`src/rtl/fft_stage_sequencer.sv`:
```
// rtl/fft_stage_sequencer.sv - frame load / per-stage launch+capture / unload controller for a shared FFT stage datapath
// Optional: FFT_SEQ_BITREV_EN stores input sample k at frame[bitrev(k)] (decimation-in-time order).
module fft_stage_sequencer #(
  parameter int SAMPLES = 4,
  parameter int WIDTH   = 32,
  parameter int TIMEOUT = 255
) (
  input  logic                          clk,
  input  logic                          reset,
  input  logic [WIDTH-1:0]              in_data,
  input  logic                          in_valid,
  output logic                          in_ready,
  output logic [SAMPLES*WIDTH-1:0]      stage_data,
  output logic [$clog2(SAMPLES)-1:0]    stage_idx,
  output logic                          stage_start,
  input  logic [SAMPLES*WIDTH-1:0]      stage_result,
  input  logic                          stage_done,
  output logic [WIDTH-1:0]              out_data,
  output logic                          out_valid,
  input  logic                          out_ready,
  output logic                          busy,
  output logic                          error
);

  localparam int IW     = $clog2(SAMPLES);
  localparam int STAGES = IW;
  localparam int WDW    = (TIMEOUT > 0) ? $clog2(TIMEOUT + 1) : 1;

  localparam logic [1:0] S_LOAD   = 2'd0;
  localparam logic [1:0] S_START  = 2'd1;
  localparam logic [1:0] S_RUN    = 2'd2;
  localparam logic [1:0] S_UNLOAD = 2'd3;

  logic [1:0]       state_q, state_d;
  logic [IW-1:0]    wr_cnt_q, wr_cnt_d;
  logic [IW-1:0]    rd_cnt_q, rd_cnt_d;
  logic [IW-1:0]    stage_idx_q, stage_idx_d;
  logic [WDW-1:0]   wd_cnt_q, wd_cnt_d;
  logic             error_q, error_d;
  logic [WIDTH-1:0] frame_q [SAMPLES];
  logic [WIDTH-1:0] frame_d [SAMPLES];
  logic [IW-1:0]    wr_addr;

`ifdef FFT_SEQ_BITREV_EN
  always_comb begin
    wr_addr = '0;
    for (int i = 0; i < IW; i++) wr_addr[i] = wr_cnt_q[IW-1-i];
  end
`else
  assign wr_addr = wr_cnt_q;
`endif

  always_comb begin
    state_d     = state_q;
    wr_cnt_d    = wr_cnt_q;
    rd_cnt_d    = rd_cnt_q;
    stage_idx_d = stage_idx_q;
    wd_cnt_d    = wd_cnt_q;
    error_d     = error_q;
    for (int i = 0; i < SAMPLES; i++) frame_d[i] = frame_q[i];

    case (state_q)
      S_LOAD: begin
        if (in_valid) begin
          frame_d[wr_addr] = in_data;
          wr_cnt_d         = wr_cnt_q + IW'(1);
          if (wr_cnt_q == IW'(SAMPLES - 1)) begin
            stage_idx_d = '0;
            state_d     = S_START;
          end
        end
      end
      S_START: begin
        wd_cnt_d = '0;
        state_d  = S_RUN;
      end
      S_RUN: begin
        if (stage_done) begin
          for (int i = 0; i < SAMPLES; i++) frame_d[i] = stage_result[i*WIDTH +: WIDTH];
          if (stage_idx_q == IW'(STAGES - 1)) begin
            rd_cnt_d = '0;
            state_d  = S_UNLOAD;
          end else begin
            stage_idx_d = stage_idx_q + IW'(1);
            state_d     = S_START;
          end
        end else if (TIMEOUT > 0) begin
          // abort on the TIMEOUT-th consecutive RUN cycle without stage_done
          if (wd_cnt_q == WDW'(TIMEOUT - 1)) begin
            error_d     = 1'b1;
            state_d     = S_LOAD;
            wr_cnt_d    = '0;
            stage_idx_d = '0;
            for (int i = 0; i < SAMPLES; i++) frame_d[i] = '0;
          end else begin
            wd_cnt_d = wd_cnt_q + WDW'(1);
          end
        end
      end
      default: begin
        if (out_ready) begin
          rd_cnt_d = rd_cnt_q + IW'(1);
          if (rd_cnt_q == IW'(SAMPLES - 1)) state_d = S_LOAD;
        end
      end
    endcase
  end

  always_ff @(posedge clk) begin
    if (reset) begin
      state_q     <= S_LOAD;
      wr_cnt_q    <= '0;
      rd_cnt_q    <= '0;
      stage_idx_q <= '0;
      wd_cnt_q    <= '0;
      error_q     <= 1'b0;
      for (int i = 0; i < SAMPLES; i++) frame_q[i] <= '0;
    end else begin
      state_q     <= state_d;
      wr_cnt_q    <= wr_cnt_d;
      rd_cnt_q    <= rd_cnt_d;
      stage_idx_q <= stage_idx_d;
      wd_cnt_q    <= wd_cnt_d;
      error_q     <= error_d;
      for (int i = 0; i < SAMPLES; i++) frame_q[i] <= frame_d[i];
    end
  end

  for (genvar g = 0; g < SAMPLES; g++) begin : g_pack
    assign stage_data[g*WIDTH +: WIDTH] = frame_q[g];
  end

  assign in_ready    = (state_q == S_LOAD);
  assign stage_start = (state_q == S_START);
  assign stage_idx   = stage_idx_q;
  assign out_valid   = (state_q == S_UNLOAD);
  assign out_data    = out_valid ? frame_q[rd_cnt_q] : '0;
  assign busy        = (state_q != S_LOAD);
  assign error       = error_q;

endmodule

```
`config.mk`:
```
export PLATFORM = sky130hd
export DESIGN_NAME = fft_stage_sequencer
export DESIGN_NICKNAME = d
export VERILOG_FILES = /design/src/rtl/fft_stage_sequencer.sv
export SDC_FILE = /design/constraint.sdc
export NUM_CORES = 1
export LEC_CHECK = 0
export CELL_PAD_IN_SITES_DETAIL_PLACEMENT = 0
export CELL_PAD_IN_SITES_GLOBAL_PLACEMENT = 1
export CORE_AREA = 8 8 165 167
export CTS_BUF_LIST = sky130_fd_sc_hd__clkbuf_8
export DETAILED_ROUTE_END_ITERATION = 7
export DIE_AREA = 0 0 173 175
export PLACE_DENSITY_LB_ADDON = 0.1
export RECOVER_POWER = 25
export SYNTH_ARGS = -nofsm -noshare
export SYNTH_HDL_FRONTEND = slang
export SYNTH_SLANG_ARGS = --single-unit
```
`constraint.sdc`:
```
create_clock -name clk -period 4.8 [get_ports clk]
set_input_delay 0.48 -clock clk [delete_from_list [all_inputs] [get_ports clk]]
set_output_delay 0.48 -clock clk [all_outputs]
set_load 0.02 [all_outputs]
```
==> results_dict.tcl, run 1 <==
set metrics [dict create \
    status "completed" \
    finalSetupTns_ns 0 \
    final_util_pct 49.7 \
    stdcell_count 1577 \
    synth_ff_type "dfxtp_1" \
    min_from "error" \
    vias_per_cell 5.68 \
    drtAntennaViolNets 0 \
    coreArea_sq_um 24700 \
    slowest_delay_ns 0.82 \
    path_class "reg2out" \
    cp_data_required_time_ns 4.32 \
    rows 58 \
    finalCritPeriodShare_pct 72.6 \
    firstDrtPassIters 5 \
    crit_slowest_cell "dfxtp_2" \
    clkLatencyLatePin_ns 0.45 \
    cp-end-kind "output pin" \
    drv_cap 0 \
    min_to "error" \
    crit_arrival_ns 3.00 \
    grt_pass1_wl_microns 55800 \
    cts-resized-gates 0 \
    root_buffer "clkbuf_8" \
    htree_levels 4 \
    worstMarginPinSlew_ns 1.07 \
    startpoint_type "flop" \
    drive_gt1_share_pct 10.0 \
    cp_num_buf_inv 2 \
    holdPathStages 2 \
    cts.path.max_buffers 2 \
    track_usage_pct 23.6 \
    port_buffers 331 \
    ys_warn_count 0 \
    r2r-end "frame_q[1][28]" \
    skew_ns 0.0161 \
    report.final.slew_viol_count 0 \
    slew_headroom_pct 28.9 \
    reg2reg_depth 6 \
    synth.distinct_cells 46 \
    critPathMaxFanout 17 \
    seq_area_frac_synth_pct 34.7 \
    gp_congestion 0.811 \
    powerDensity_nw_per_um2 239 \
    cts.sinks 147 \
    tritoncts "done" \
    num_vias 8951 \
    fillers 2416 \
    ios 332 \
    antenna_found_initial 5 \
    wl_per_cell_microns 23.6 \
    grt_pass1_vias 8706 \
    rsz0062_at_grt "no" \
    netlist_instances 992 \
    syn_to_final_growth_pct 44.6 \
    layout_commonest_cell "clkdlybuf4s50_1" \
    async_flop_share_pct 0 \
    leakage_nw 4.30 \
    die_area_sq_um 30300 \
    r2r_slack_ns 2.10 \
    start_util_pct 34.4 \
    grt_max_degree 116 \
    die_width_microns 173 \
    critical_path.top_delay_family "buffers and inverters" \
    cts_inserted_buffers 17 \
    gr-total-overflow 0 \
    drc 0 \
    post_cts_buffers 0 \
    dp_hpwl_microns 24700 \
    fin_crit_ns 3.48 \
    ys_ff_latch 147 \
    ir_worst_vdd_mv 0.137 \
    synth_edf_count 0 \
    rr_startpoint "wd_cnt_q[0]" \
    totalWireLength_microns 37300 \
    cts_hold_buffers 0 \
    hp-class "reg2reg" \
    finalNetCount 1405 \
    drt_iter0_markers 689 \
    path_clk_slew_ns 0.10 \
    hold_viol 0 \
    dp.cells 1543 \
    setup_viol 0 \
    syn_area_per_cell_sq_um 8.56 \
    cp.depth 4 \
    hold_ws_ns 0.448 \
    power_w 0.00294 \
    synth_nets 1165 \
    die_y_microns 175 \
    netlist_area_sq_um 8490 \
    cp_cell_sequence "buf_4 > mux4_2 > and2_1 > clkdlybuf4s50_1" \
    fmax_mhz 287 \
    layout_common_cells "251 x clkdlybuf4s50_1, 145 x dfxtp_1, 141 x a21oi_1" \
]
==> cell usage after synthesis, types with 2 or more instances <==
library cell / n / area share, %
dfxtp_1: 147 / 35
a21oi_1: 141 / 8.3
inv_1: 135 / 6.0
a31oi_1: 97 / 7.2
a221oi_1: 96 / 9.9
clkbuf_1: 82 / 3.6
nand3_1: 74 / 4.4
and2_1: 34 / 2.5
mux4_2: 32 / 8.5
buf_2: 31 / 1.8
a311oi_2: 30 / 5.3
nand2_1: 13 / 0.58
ha_1: 8 / 1.2
buf_1: 6 / 0.27
mux2i_1: 6 / 0.71
nor2_1: 5 / 0.22
o21ai_0: 5 / 0.29
or3_1: 5 / 0.37
buf_6: 4 / 0.53
o21a_1: 4 / 0.35
and3b_1: 3 / 0.31
nand4_1: 3 / 0.22
a21o_1: 2 / 0.18
a22oi_1: 2 / 0.18
a311oi_1: 2 / 0.21
nand2b_1: 2 / 0.15
nand4b_1: 2 / 0.21
nor2b_1: 2 / 0.15
o31ai_1: 2 / 0.18
==> kinds of logic (layout without fill, tap and decap cells) <==
kind of cell | Yosys count | count (layout) | synth area share, %
AOI/OAI and AO/OA | 390 | 390 | 32.9
adders and majority gates | 8 | 8 | 1.18
buffers and inverters | 260 | 512 | 12.4
DFF | 147 | 147 | 34.7
muxes | 39 | 39 | 9.33
other | 0 | 3 | 0
and+or+nand+nor | 148 | 148 | 9.55
==> metal layers <==
layer	share of wire [%]	global-route usage, %	up-vias
met1	44	30.4	4365
met5	0.072	0	-
met3	6.5	5.89	37
met4	1.9	6.00	4
li1	-	-	4198
met2	48	38.8	347
==> worst max-delay path by stage <==
| stage | start | endpoint | slack (ns) |
|---|---|---|---|
| floorplan | flop | out_data[10] | 2.77 |
| finish | flop | out_data[24] | 1.32 |
| global placement | flop | out_data[20] | 1.75 |
| global route | flop | out_data[29] | 1.15 |
| detailed placement | flop | out_data[24] | 1.74 |
| CTS | flop | out_data[29] | 1.24 |
==> worst register-to-register path, delay by kind of cell, from the launching register on <==
kind                       cells  cell delay [ns]
AOI/OAI and AO/OA              2             0.94
DFF                            1             0.38
adders and majority gates      1             0.16
and+or+nand+nor                2             0.99
buffers and inverters          1             0.11
==> state kept, by name (all words and copies together), names as in the netlist, named ones only <==
register   cells
error          1
state_q        2
frame_q      128
wr_addr        2
rd_cnt_q       2
stage_idx      2
wd_cnt_q       8
==> metrics by stage <==
stage          cell area, sq um  setup slack [ns]
2_1_floorplan              8490              2.77
3_3_place_gp              11900              1.75
3_5_place_dp              11900              1.74
4_1_cts                   12300              1.24
5_1_grt                   12300              1.15
6_report                  12300              1.32
==> final cells by class <==
type	instances	area, sq um	area share [%]
Antenna cell	3	7.51	0.0612
Clock buffer	17	234	1.91
Clock inverter	14	166	1.36
Inverter	136	510	4.16
Multi-Input combinational cell	585	4560	37.1
Sequential cell	147	2950	24.0
Tap cell	330	413	3.36
Timing Repair Buffer	345	3440	28.0
==> power breakdown <==
group / switching [W] / internal [W] / leakage, nW
clock network: 0.000523 / 0.000509 / 0.193
logic: 0.000301 / 0.000293 / 2.91
registers: 0.0000413 / 0.00127 / 1.20
Power figures use the tool's default switching activity.
==> inputs of run 2 (changes only) <==
--- a/config.mk
+++ b/config.mk
@@ -7,10 +7,10 @@
 export LEC_CHECK = 0
 export CELL_PAD_IN_SITES_DETAIL_PLACEMENT = 0
 export CELL_PAD_IN_SITES_GLOBAL_PLACEMENT = 1
-export CORE_AREA = 8 8 165 167
+export CORE_AREA = 8 8 181 183
 export CTS_BUF_LIST = sky130_fd_sc_hd__clkbuf_8
 export DETAILED_ROUTE_END_ITERATION = 7
-export DIE_AREA = 0 0 173 175
+export DIE_AREA = 0 0 189 191
 export PLACE_DENSITY_LB_ADDON = 0.1
 export RECOVER_POWER = 25
 export SYNTH_ARGS = -nofsm -noshare
==> constraint.sdc (replaced) <==
create_clock -name clk -period 3.2 [get_ports clk]
set_input_delay 0.32 -clock clk [delete_from_list [all_inputs] [get_ports clk]]
set_output_delay 0.32 -clock clk [all_outputs]
set_load 0.02 [all_outputs]
==> run 2 against run 1 <==
  * Core utilization fell by 8.0 points
  * Sequential cell count did not move
  * Via count barely moved
  * Routed wire length rose by 6.9%
  * Clock-buffer cell count rose by 1
  * Register-to-register slack got worse by 1.3 ns
  * Clock skew rose by 0.0039 ns
  * Sequential power rose by 50%
==> results_dict.tcl, run 2 (synthesis gave the netlist of run 1 again) <==
set metrics [dict create \
    status "completed" \
    place_ws_ns 0.714 \
    layout_commonest_cell "clkdlybuf4s50_1" \
    largest_reg_flops 128 \
    reg2reg_depth 5 \
    post_cts_buffers 0 \
    cts.sinks 147 \
    min_from "reset" \
    rsz0062_at_grt "no" \
    path_clk_slew_ns 0.08 \
    die_width_microns 189 \
    power_w 0.00447 \
    worstMarginPinSlew_ns 0.714 \
    fin_crit_ns 2.89 \
    vias_per_cell 5.41 \
    report.final.slew_viol_count 0 \
    die_area_sq_um 36100 \
    finalNetCount 1419 \
    coreArea_sq_um 30000 \
    slew_headroom_pct 52.4 \
    drtAntennaViolNets 0 \
    gp_congestion 0.760 \
    ios 332 \
    hold_viol 0 \
    fillers 3043 \
    cts_hold_buffers 0 \
    clkLatencyLatePin_ns 0.46 \
    root_buffer "clkbuf_8" \
    startpoint_type "flop" \
    gr-total-overflow 0 \
    cp_data_required_time_ns 2.88 \
    drive_gt1_share_pct 11.0 \
    dp_hpwl_microns 26900 \
    antenna_found_initial 4 \
    rows 64 \
    reg_top3 "frame_q: 128 flops, wd_cnt_q: 8 flops" \
    fin_ws_ns 0.313 \
    grt_max_degree 101 \
    ir_worst_vdd_mv 0.185 \
    htree_levels 4 \
    grt_pass1_vias 8911 \
    leakage_nw 4.37 \
    fmax_mhz 346 \
    crit_arrival_ns 2.57 \
    cp-end-kind "output pin" \
    hold_ws_ns 0.261 \
    r2r_slack_ns 0.84 \
    path_class "reg2out" \
    finalSetupTns_ns 0 \
    powerDensity_nw_per_um2 357 \
    drc 0 \
    wl_per_cell_microns 24.1 \
    r2r-end "frame_q[1][13]" \
    totalWireLength_microns 39900 \
    hp-class "in2reg" \
    drv_cap 0 \
    num_vias 8957 \
    cts.path.max_buffers 2 \
    skew_ns 0.0200 \
    die_y_microns 191 \
    setup_viol 0 \
    final_util_pct 41.7 \
    tritoncts "done" \
    layout_common_cells "261 x clkdlybuf4s50_1, 145 x dfxtp_1, 141 x a21oi_1" \
    firstDrtPassIters 7 \
    cts_inserted_buffers 17 \
    regArea_sq_um 2950 \
    cts-resized-gates 0 \
    grt_pass1_wl_microns 58800 \
    min_to "wd_cnt_q[0]" \
    holdPathStages 2 \
    start_util_pct 28.3 \
    rr_startpoint "state_q[1]" \
    finalCritPeriodShare_pct 90.2 \
    track_usage_pct 21.2 \
    critPathMaxFanout 24 \
    largest_register "frame_q" \
    syn_to_final_growth_pct 47.7 \
    drt_iter0_markers 692 \
    port_buffers 331 \
    multi_input_area_sq_um 4560 \
]
[run 2: cell count changes in the layout (fill, tap and decap cells not counted), sizes merged]
cell	before	now
clkinvlp	5	4
clkbuf	17	19
dlygate4sd3	78	68
buf	16	29
clkdlybuf4s50	251	261
[run 2: final cells by class]
class	count	share of cell area (%)
Clock inverter	13	1.28
Tap cell	396	3.95
Sequential cell	147	23.5
Timing Repair Buffer	359	28.8
Multi-Input combinational cell	585	36.4
Clock buffer	18	1.98
Antenna cell	3	0.0599
Inverter	136	4.07
[run 2: per-stage QoR]
step           instance area (sq um)  std cells
3_5_place_dp                   12100       1623
3_3_place_gp                   12100       1623
5_1_grt                        12500       1655
2_1_floorplan                   8490        992
4_1_cts                        12500       1654
6_report                       12500       1657
[run 2: worst max-delay path: stages (launching register included)]
cell	delay [ns]
dfxtp_2	0.57
buf_12	0.31
mux4_2	0.55
and2_1	0.17
clkdlybuf4s50_1	0.53
[run 2: power breakdown]
| group | leakage, nW | total, W | switching, W | internal (W) |
|---|---|---|---|---|
| combinational | 2.98 | 0.000913 | 0.000460 | 0.000454 |
| clock | 0.199 | 0.00159 | 0.000801 | 0.000788 |
| sequential | 1.20 | 0.00197 | 0.0000697 | 0.00190 |
| total | 4.37 | 0.00447 | 0.00133 | 0.00314 |
[run 2: how the worst max path moves through the flow]
stage | from | end | depth (start not counted) | slack, ns
2_1_floorplan | wd_cnt_q[0] | frame_q[3][10] | 9 | 1.30
3_3_place_gp | flop | out_data[5] | 4 | 0.73
3_5_place_dp | flop | out_data[5] | 4 | 0.71
4_1_cts | flop | out_data[5] | 4 | 0.21
5_1_grt | flop | out_data[5] | 4 | 0.12
6_report | flop | out_data[5] | 4 | 0.31
[run 2: routing by layer]
metal | vias up | share of wire (%) | track usage (%)
li1 | 4225 | - | -
met1 | 4371 | 43 | 27.0
met2 | 313 | 48 | 35.1
met3 | 42 | 7.5 | 5.71
met4 | 6 | 1.8 | 5.47
met5 | - | 0.088 | 0
==> inputs of run 3 (changes only) <==
--- a/config.mk
+++ b/config.mk
@@ -11,6 +11,7 @@
 export CTS_BUF_LIST = sky130_fd_sc_hd__clkbuf_8
 export DETAILED_ROUTE_END_ITERATION = 7
 export DIE_AREA = 0 0 189 191
+export HOLD_SLACK_MARGIN = 0.15
 export PLACE_DENSITY_LB_ADDON = 0.1
 export RECOVER_POWER = 25
 export SYNTH_ARGS = -nofsm -noshare
==> results of run 3 <==
The final DEF is identical to that of run 2; final timing and power are the same.
